===== src/rtl/neuron_update_scheduler.sv =====
// Timestep sequencer: read v/u per neuron, hand off to the update unit, write the result back.
// Optional feature: define SPIKE_COUNT_EN to add the spike_count output.
module neuron_update_scheduler #(
    parameter int DATA_W      = 17,
    parameter int NUM_NEURONS = 2,
    parameter int TAG_W       = 1,
    parameter int TS_W        = 16
) (
    input  logic              clk,
    input  logic              asyn_reset,
    input  logic              start,
    input  logic              host_wr,
    input  logic [TAG_W-1:0]  host_tag,
    input  logic [DATA_W-1:0] host_v,
    input  logic [DATA_W-1:0] host_u,
    output logic              host_ack,
    output logic              busy,
    output logic              done,
    output logic [TS_W-1:0]   ts_count,
    output logic              err,
    output logic              sr_read,
    output logic              sr_write,
    output logic [TAG_W-1:0]  sr_tag,
    output logic [DATA_W-1:0] sr_v_new,
    output logic [DATA_W-1:0] sr_u_new,
    input  logic [DATA_W-1:0] sr_v,
    input  logic [DATA_W-1:0] sr_u,
    output logic              upd_valid,
    input  logic              upd_ready,
    output logic [DATA_W-1:0] upd_v,
    output logic [DATA_W-1:0] upd_u,
    input  logic              res_valid,
    input  logic [DATA_W-1:0] res_v,
    input  logic [DATA_W-1:0] res_u,
`ifdef SPIKE_COUNT_EN
    output logic [TAG_W:0]    spike_count,
`endif
    input  logic              res_spike
);

    typedef enum logic [2:0] {
        S_IDLE, S_HOST, S_RD, S_CAP, S_ISSUE, S_WAIT, S_WB, S_FIN
    } state_t;

    localparam logic [TAG_W-1:0] LAST_TAG = TAG_W'(NUM_NEURONS - 1);

    state_t           r_state;
    logic [TAG_W-1:0] r_tag;

`ifndef SPIKE_COUNT_EN
    logic w_unused_spike;
    assign w_unused_spike = res_spike;
`endif

    always_ff @(posedge clk or posedge asyn_reset) begin
        if (asyn_reset) begin
            r_state   <= S_IDLE;
            r_tag     <= '0;
            host_ack  <= 1'b0;
            busy      <= 1'b0;
            done      <= 1'b0;
            ts_count  <= '0;
            err       <= 1'b0;
            sr_read   <= 1'b0;
            sr_write  <= 1'b0;
            sr_tag    <= '0;
            sr_v_new  <= '0;
            sr_u_new  <= '0;
            upd_valid <= 1'b0;
            upd_v     <= '0;
            upd_u     <= '0;
`ifdef SPIKE_COUNT_EN
            spike_count <= '0;
`endif
        end else begin
            host_ack <= 1'b0;
            done     <= 1'b0;
            sr_read  <= 1'b0;
            sr_write <= 1'b0;

            if (res_valid && (r_state != S_WAIT)) begin
                err <= 1'b1;
            end

            // Outputs are registered, so each branch loads the strobes of the state it enters.
            case (r_state)
                S_IDLE: begin
                    if (host_wr) begin
                        r_state  <= S_HOST;
                        sr_write <= 1'b1;
                        sr_tag   <= host_tag;
                        sr_v_new <= host_v;
                        sr_u_new <= host_u;
                        host_ack <= 1'b1;
                    end else if (start) begin
                        r_state <= S_RD;
                        r_tag   <= '0;
                        busy    <= 1'b1;
                        sr_read <= 1'b1;
                        sr_tag  <= '0;
`ifdef SPIKE_COUNT_EN
                        spike_count <= '0;
`endif
                    end
                end
                S_HOST: begin
                    r_state <= S_IDLE;
                end
                S_RD: begin
                    r_state <= S_CAP;
                end
                S_CAP: begin
                    upd_v     <= sr_v;
                    upd_u     <= sr_u;
                    upd_valid <= 1'b1;
                    r_state   <= S_ISSUE;
                end
                S_ISSUE: begin
                    if (upd_ready) begin
                        upd_valid <= 1'b0;
                        r_state   <= S_WAIT;
                    end
                end
                S_WAIT: begin
                    if (res_valid) begin
                        sr_write <= 1'b1;
                        sr_tag   <= r_tag;
                        sr_v_new <= res_v;
                        sr_u_new <= res_u;
                        r_state  <= S_WB;
`ifdef SPIKE_COUNT_EN
                        if (res_spike) begin
                            spike_count <= spike_count + 1'b1;
                        end
`endif
                    end
                end
                S_WB: begin
                    if (r_tag == LAST_TAG) begin
                        r_state  <= S_FIN;
                        done     <= 1'b1;
                        busy     <= 1'b0;
                        ts_count <= ts_count + 1'b1;
                    end else begin
                        r_tag   <= r_tag + 1'b1;
                        sr_read <= 1'b1;
                        sr_tag  <= r_tag + 1'b1;
                        r_state <= S_RD;
                    end
                end
                S_FIN: begin
                    r_state <= S_IDLE;
                end
                default: begin
                    r_state <= S_IDLE;
                end
            endcase
        end
    end

endmodule

===== config.mk =====
export PLATFORM = sky130hd
export DESIGN_NAME = neuron_update_scheduler
export DESIGN_NICKNAME = d
export VERILOG_FILES = /design/src/rtl/neuron_update_scheduler.sv
export SDC_FILE = /design/constraint.sdc
export NUM_CORES = 1
export LEC_CHECK = 0
export ABC_CLOCK_PERIOD_IN_PS = 5200
export CAP_MARGIN = 0
export CELL_PAD_IN_SITES_DETAIL_PLACEMENT = 1
export CELL_PAD_IN_SITES_GLOBAL_PLACEMENT = 1
export CORE_UTILIZATION = 31
export DETAILED_ROUTE_END_ITERATION = 10
export GPL_ROUTABILITY_DRIVEN = 0
export PLACE_DENSITY = 0.83
export SLEW_MARGIN = 5
export SYNTH_ARGS = -nofsm -noshare
export SYNTH_HDL_FRONTEND = slang
export SYNTH_SLANG_ARGS = --single-unit

===== constraint.sdc =====
create_clock -name clk -period 5.2 [get_ports clk]
set_input_delay 1.56 -clock clk [delete_from_list [all_inputs] [get_ports clk]]
set_output_delay 1.56 -clock clk [all_outputs]
set_load 0.01 [all_outputs]

==> run_summary.xml <==
<?xml version="1.0" encoding="UTF-8"?>
<metrics>
  <group name="run_status">
    <metric name="result_of_the_run" unit="">finished clean</metric>
  </group>
  <group name="worst_setup_path">
    <metric name="cp_slowest_stage_delay" unit="ns">0.56</metric>
    <metric name="critical-path-top-delay-family" unit="">buffers and inverters</metric>
    <metric name="cpMaxStageDelayCell" unit="">clkdlybuf4s50_1</metric>
    <metric name="worst-endpoint-arrival" unit="ns">3.53</metric>
    <metric name="cp.buffers_inverters" unit="">2</metric>
    <metric name="worstSetupStartpoint" unit="">host_wr</metric>
    <metric name="worst_endpoint_required_time" unit="ns">5.46</metric>
    <metric name="crit_fanout" unit="">69</metric>
    <metric name="crit_type" unit="">primary input to flop</metric>
    <metric name="worstSetupEndpointType" unit="">flop</metric>
    <metric name="worstPathCellList" unit="">clkdlybuf4s50_1 &gt; or3b_1 &gt; a21oi_4 &gt; buf_4 &gt; nor2_1 &gt; a21oi_1</metric>
    <metric name="cp-start-kind" unit="">primary input</metric>
    <metric name="source_of_the_worst_register_to_register_timing_path" unit="">r_state[2]</metric>
  </group>
  <group name="synthesis">
    <metric name="synth_edf_count" unit="">0</metric>
    <metric name="yosys_cell_types" unit="">38</metric>
    <metric name="synth_seq_cells" unit="">96</metric>
    <metric name="dominantRegCellSynth" unit="">dfrtp_1</metric>
    <metric name="ys_warn_count" unit="">0</metric>
    <metric name="synth_cells" unit="">340</metric>
    <metric name="synth.net_count" unit="">451</metric>
    <metric name="ys_seq_area_frac" unit="">0.581</metric>
    <metric name="post_synth.cell_area_avg" unit="sq um">12.2</metric>
    <metric name="asyncSetResetFlopFracSynth" unit="">1.00</metric>
    <metric name="post_synth_instance_area" unit="sq mm">0.00414</metric>
  </group>
  <group name="hold_path">
    <metric name="min-delay-path-class" unit="">flop to flop</metric>
    <metric name="start_point_of_the_worst_hold_path" unit="">err</metric>
  </group>
  <group name="timing">
    <metric name="period_share" unit="">0.629</metric>
    <metric name="relSlewSlack" unit="">0.232</metric>
    <metric name="worst_hold_margin" unit="ns">0.469</metric>
    <metric name="worst_slew_pin_slew" unit="ns">1.15</metric>
    <metric name="setup_viol" unit="">0</metric>
    <metric name="period_needed" unit="ns">3.27</metric>
    <metric name="finalClockSkew" unit="ns">0.00647</metric>
    <metric name="maxSlewViolCount" unit="">0</metric>
    <metric name="fmax" unit="GHz">0.306</metric>
    <metric name="setup_ws" unit="ns">1.93</metric>
    <metric name="tns" unit="ns">0</metric>
    <metric name="timing_hold_violations_final" unit="">0</metric>
    <metric name="rsz0062_at_grt" unit="">no</metric>
  </group>
  <group name="die">
    <metric name="die_width" unit="um">117</metric>
    <metric name="ios" unit="">202</metric>
    <metric name="design.die.area" unit="sq mm">0.0138</metric>
    <metric name="initial_utilization" unit="">0.322</metric>
    <metric name="row_count" unit="">41</metric>
    <metric name="die_height" unit="um">117</metric>
    <metric name="design.core.area" unit="sq mm">0.0128</metric>
  </group>
  <group name="job">
    <metric name="max-cap-violations" unit="">0</metric>
  </group>
  <group name="global_routing">
    <metric name="met2_usage" unit="">0.345</metric>
    <metric name="maximum_number_of_pins_on_one_net_before_global_route_repair" unit="">70</metric>
    <metric name="grt_pass1_wl" unit="um">20100</metric>
    <metric name="grt.busiest_layer" unit="">met2</metric>
    <metric name="overflow" unit="">0</metric>
    <metric name="grt.met1_usage" unit="">0.196</metric>
    <metric name="first_global_vias" unit="">3816</metric>
    <metric name="grt_antenna_before_repair" unit="">0</metric>
    <metric name="gr-usage-all-layers" unit="">0.188</metric>
    <metric name="grt_use_met3" unit="">0.0484</metric>
  </group>
  <group name="finish">
    <metric name="final_cell_mix" unit="">clkdlybuf4s50_1, dfrtp_1, nor2_1</metric>
    <metric name="number_of_nets_in_the_layout" unit="">646</metric>
    <metric name="num_antenna_cells" unit="">0</metric>
    <metric name="area.growth.synth_to_final" unit="%">58.1</metric>
    <metric name="layout.cells.most_common" unit="">clkdlybuf4s50_1</metric>
    <metric name="post-route-util" unit="">0.510</metric>
    <metric name="share_of_layout_cells_above_drive_strength_1" unit="">0.106</metric>
  </group>
  <group name="clock_tree">
    <metric name="cts-root-to-sink-buffers" unit="">2</metric>
    <metric name="path_clk_slew" unit="ns">0.06</metric>
    <metric name="hold_buffers" unit="">0</metric>
    <metric name="cts_htree_levels" unit="">3</metric>
    <metric name="clock_latency_late_sink" unit="ns">0.34</metric>
    <metric name="tritoncts" unit="">yes</metric>
    <metric name="root_buffer" unit="">clkbuf_16</metric>
    <metric name="postCtsResizedCells" unit="">0</metric>
    <metric name="cts_made_buffers" unit="">9</metric>
    <metric name="cts_sinks" unit="">96</metric>
    <metric name="buffers_inserted_by_post_cts_timing_repair" unit="">0</metric>
  </group>
  <group name="routing">
    <metric name="num_vias" unit="">3395</metric>
    <metric name="routed_via_density" unit="">4.77</metric>
    <metric name="detail-route-antenna-nets" unit="">0</metric>
    <metric name="dr.first_iter.drc_count" unit="">102</metric>
    <metric name="routed_wl" unit="um">12400</metric>
    <metric name="drc" unit="">0</metric>
    <metric name="post_drt_wl_per_cell" unit="um">17.4</metric>
    <metric name="dr.pass1.iters" unit="">4</metric>
  </group>
  <group name="place">
    <metric name="place_ws" unit="ns">1.58</metric>
    <metric name="port_buffers" unit="">200</metric>
    <metric name="place_hpwl" unit="um">9320</metric>
  </group>
  <group name="power_and_ir_drop">
    <metric name="worst_ir_drop_on_vdd" unit="mV">0.219</metric>
    <metric name="total_leakage_power" unit="nW">2.88</metric>
    <metric name="power.density" unit="mW/mm^2">529</metric>
  </group>
</metrics>
[metrics by stage]
step	std cells	power, mW	area [sq um]
2_1_floorplan	340	2.00	4140
3_3_place_gp	696	2.76	6260
3_5_place_dp	696	2.84	6260
4_1_cts	711	3.51	6540
5_1_grt	711	3.66	6540
6_report	711	3.46	6540
[synth_stat cells (2+ instances only)]
cell type | count | area (sq um)
inv_1 | 4 | 15.0
a21o_1 | 2 | 15.0
nand2b_1 | 2 | 12.5
and2_1 | 2 | 12.5
buf_4 | 8 | 60.1
mux2_2 | 35 | 394
nand3_1 | 6 | 30.0
xnor2_1 | 12 | 105
mux2i_1 | 34 | 340
and3_1 | 3 | 18.8
and4_1 | 3 | 26.3
dfrtp_1 | 96 | 2400
nand2_1 | 8 | 30.0
and4b_1 | 2 | 20.0
a21oi_1 | 41 | 205
nor2b_1 | 2 | 12.5
nand4_1 | 3 | 18.8
xor2_1 | 3 | 26.3
o21ai_0 | 4 | 20.0
nor2_1 | 43 | 161
buf_2 | 10 | 50.1
[sequential cells by signal, summed over array words and instances (netlist names), 3 cells and up]
register and flops:
upd_v 17, sr_v_new 17, r_state 3, sr_u_new 17, ts_count 16, upd_u 17
[routing by layer]
| metal | share of wire | vias up |
|---|---|---|
| met3 | 0.052 | 23 |
| met4 | 0.030 | 0 |
| met1 | 0.37 | 1702 |
| met5 | 0 | - |
| met2 | 0.55 | 98 |
| li1 | - | 1572 |
[path summary, 6_finish.rpt]
kind | depth (start not counted) | to | slack, ns
setup / recovery | 6 | sr_v_new[2] | 1.93
hold / removal | 1 | err | 0.47
setup reg to reg | 4 | sr_tag | 2.73
hold reg to reg | 1 | err | 0.47
max in group asynchronous | 3 | sr_u_new[3] | 2.71
min in group asynchronous | 2 | upd_v[11] | 1.72
[cell type report]
type / count / area, sq um
Inverter: 4 / 17.5
Clock inverter: 3 / 43.8
Clock buffer: 12 / 236
Multi-Input combinational cell: 221 / 1600
Fill cell: 1374 / 6290
Sequential cell: 96 / 2400
Timing Repair Buffer: 203 / 2020
Tap cell: 172 / 215
[cell families after synthesis]
family,after synthesis,share of synthesized area
adder cells (fa/ha/maj),1,0.00303
buffers and inverters,23,0.0330
AND/OR/NAND/NOR,81,0.0962
AO/OA/AOI/OAI,54,0.0738
XOR/XNOR,15,0.0318
flip-flops,96,0.581
multiplexers,70,0.181
[where the power goes]
part	leakage [nW]	switching (mW)	total, mW	internal, mW
sequential	1.14	0.206	1.26	1.06
combinational	1.60	0.666	1.55	0.883
clock	0.137	0.275	0.646	0.371
total	2.88	1.15	3.46	2.31
[worst register-to-register path, cell delays in order, from the launching register on]
cell and delay, ns:
dfrtp_1 0.63, nor2b_1 0.28, nand2_2 0.66, a21oi_1 0.46, mux2_4 0.33
Power figures use the tool's default switching activity.
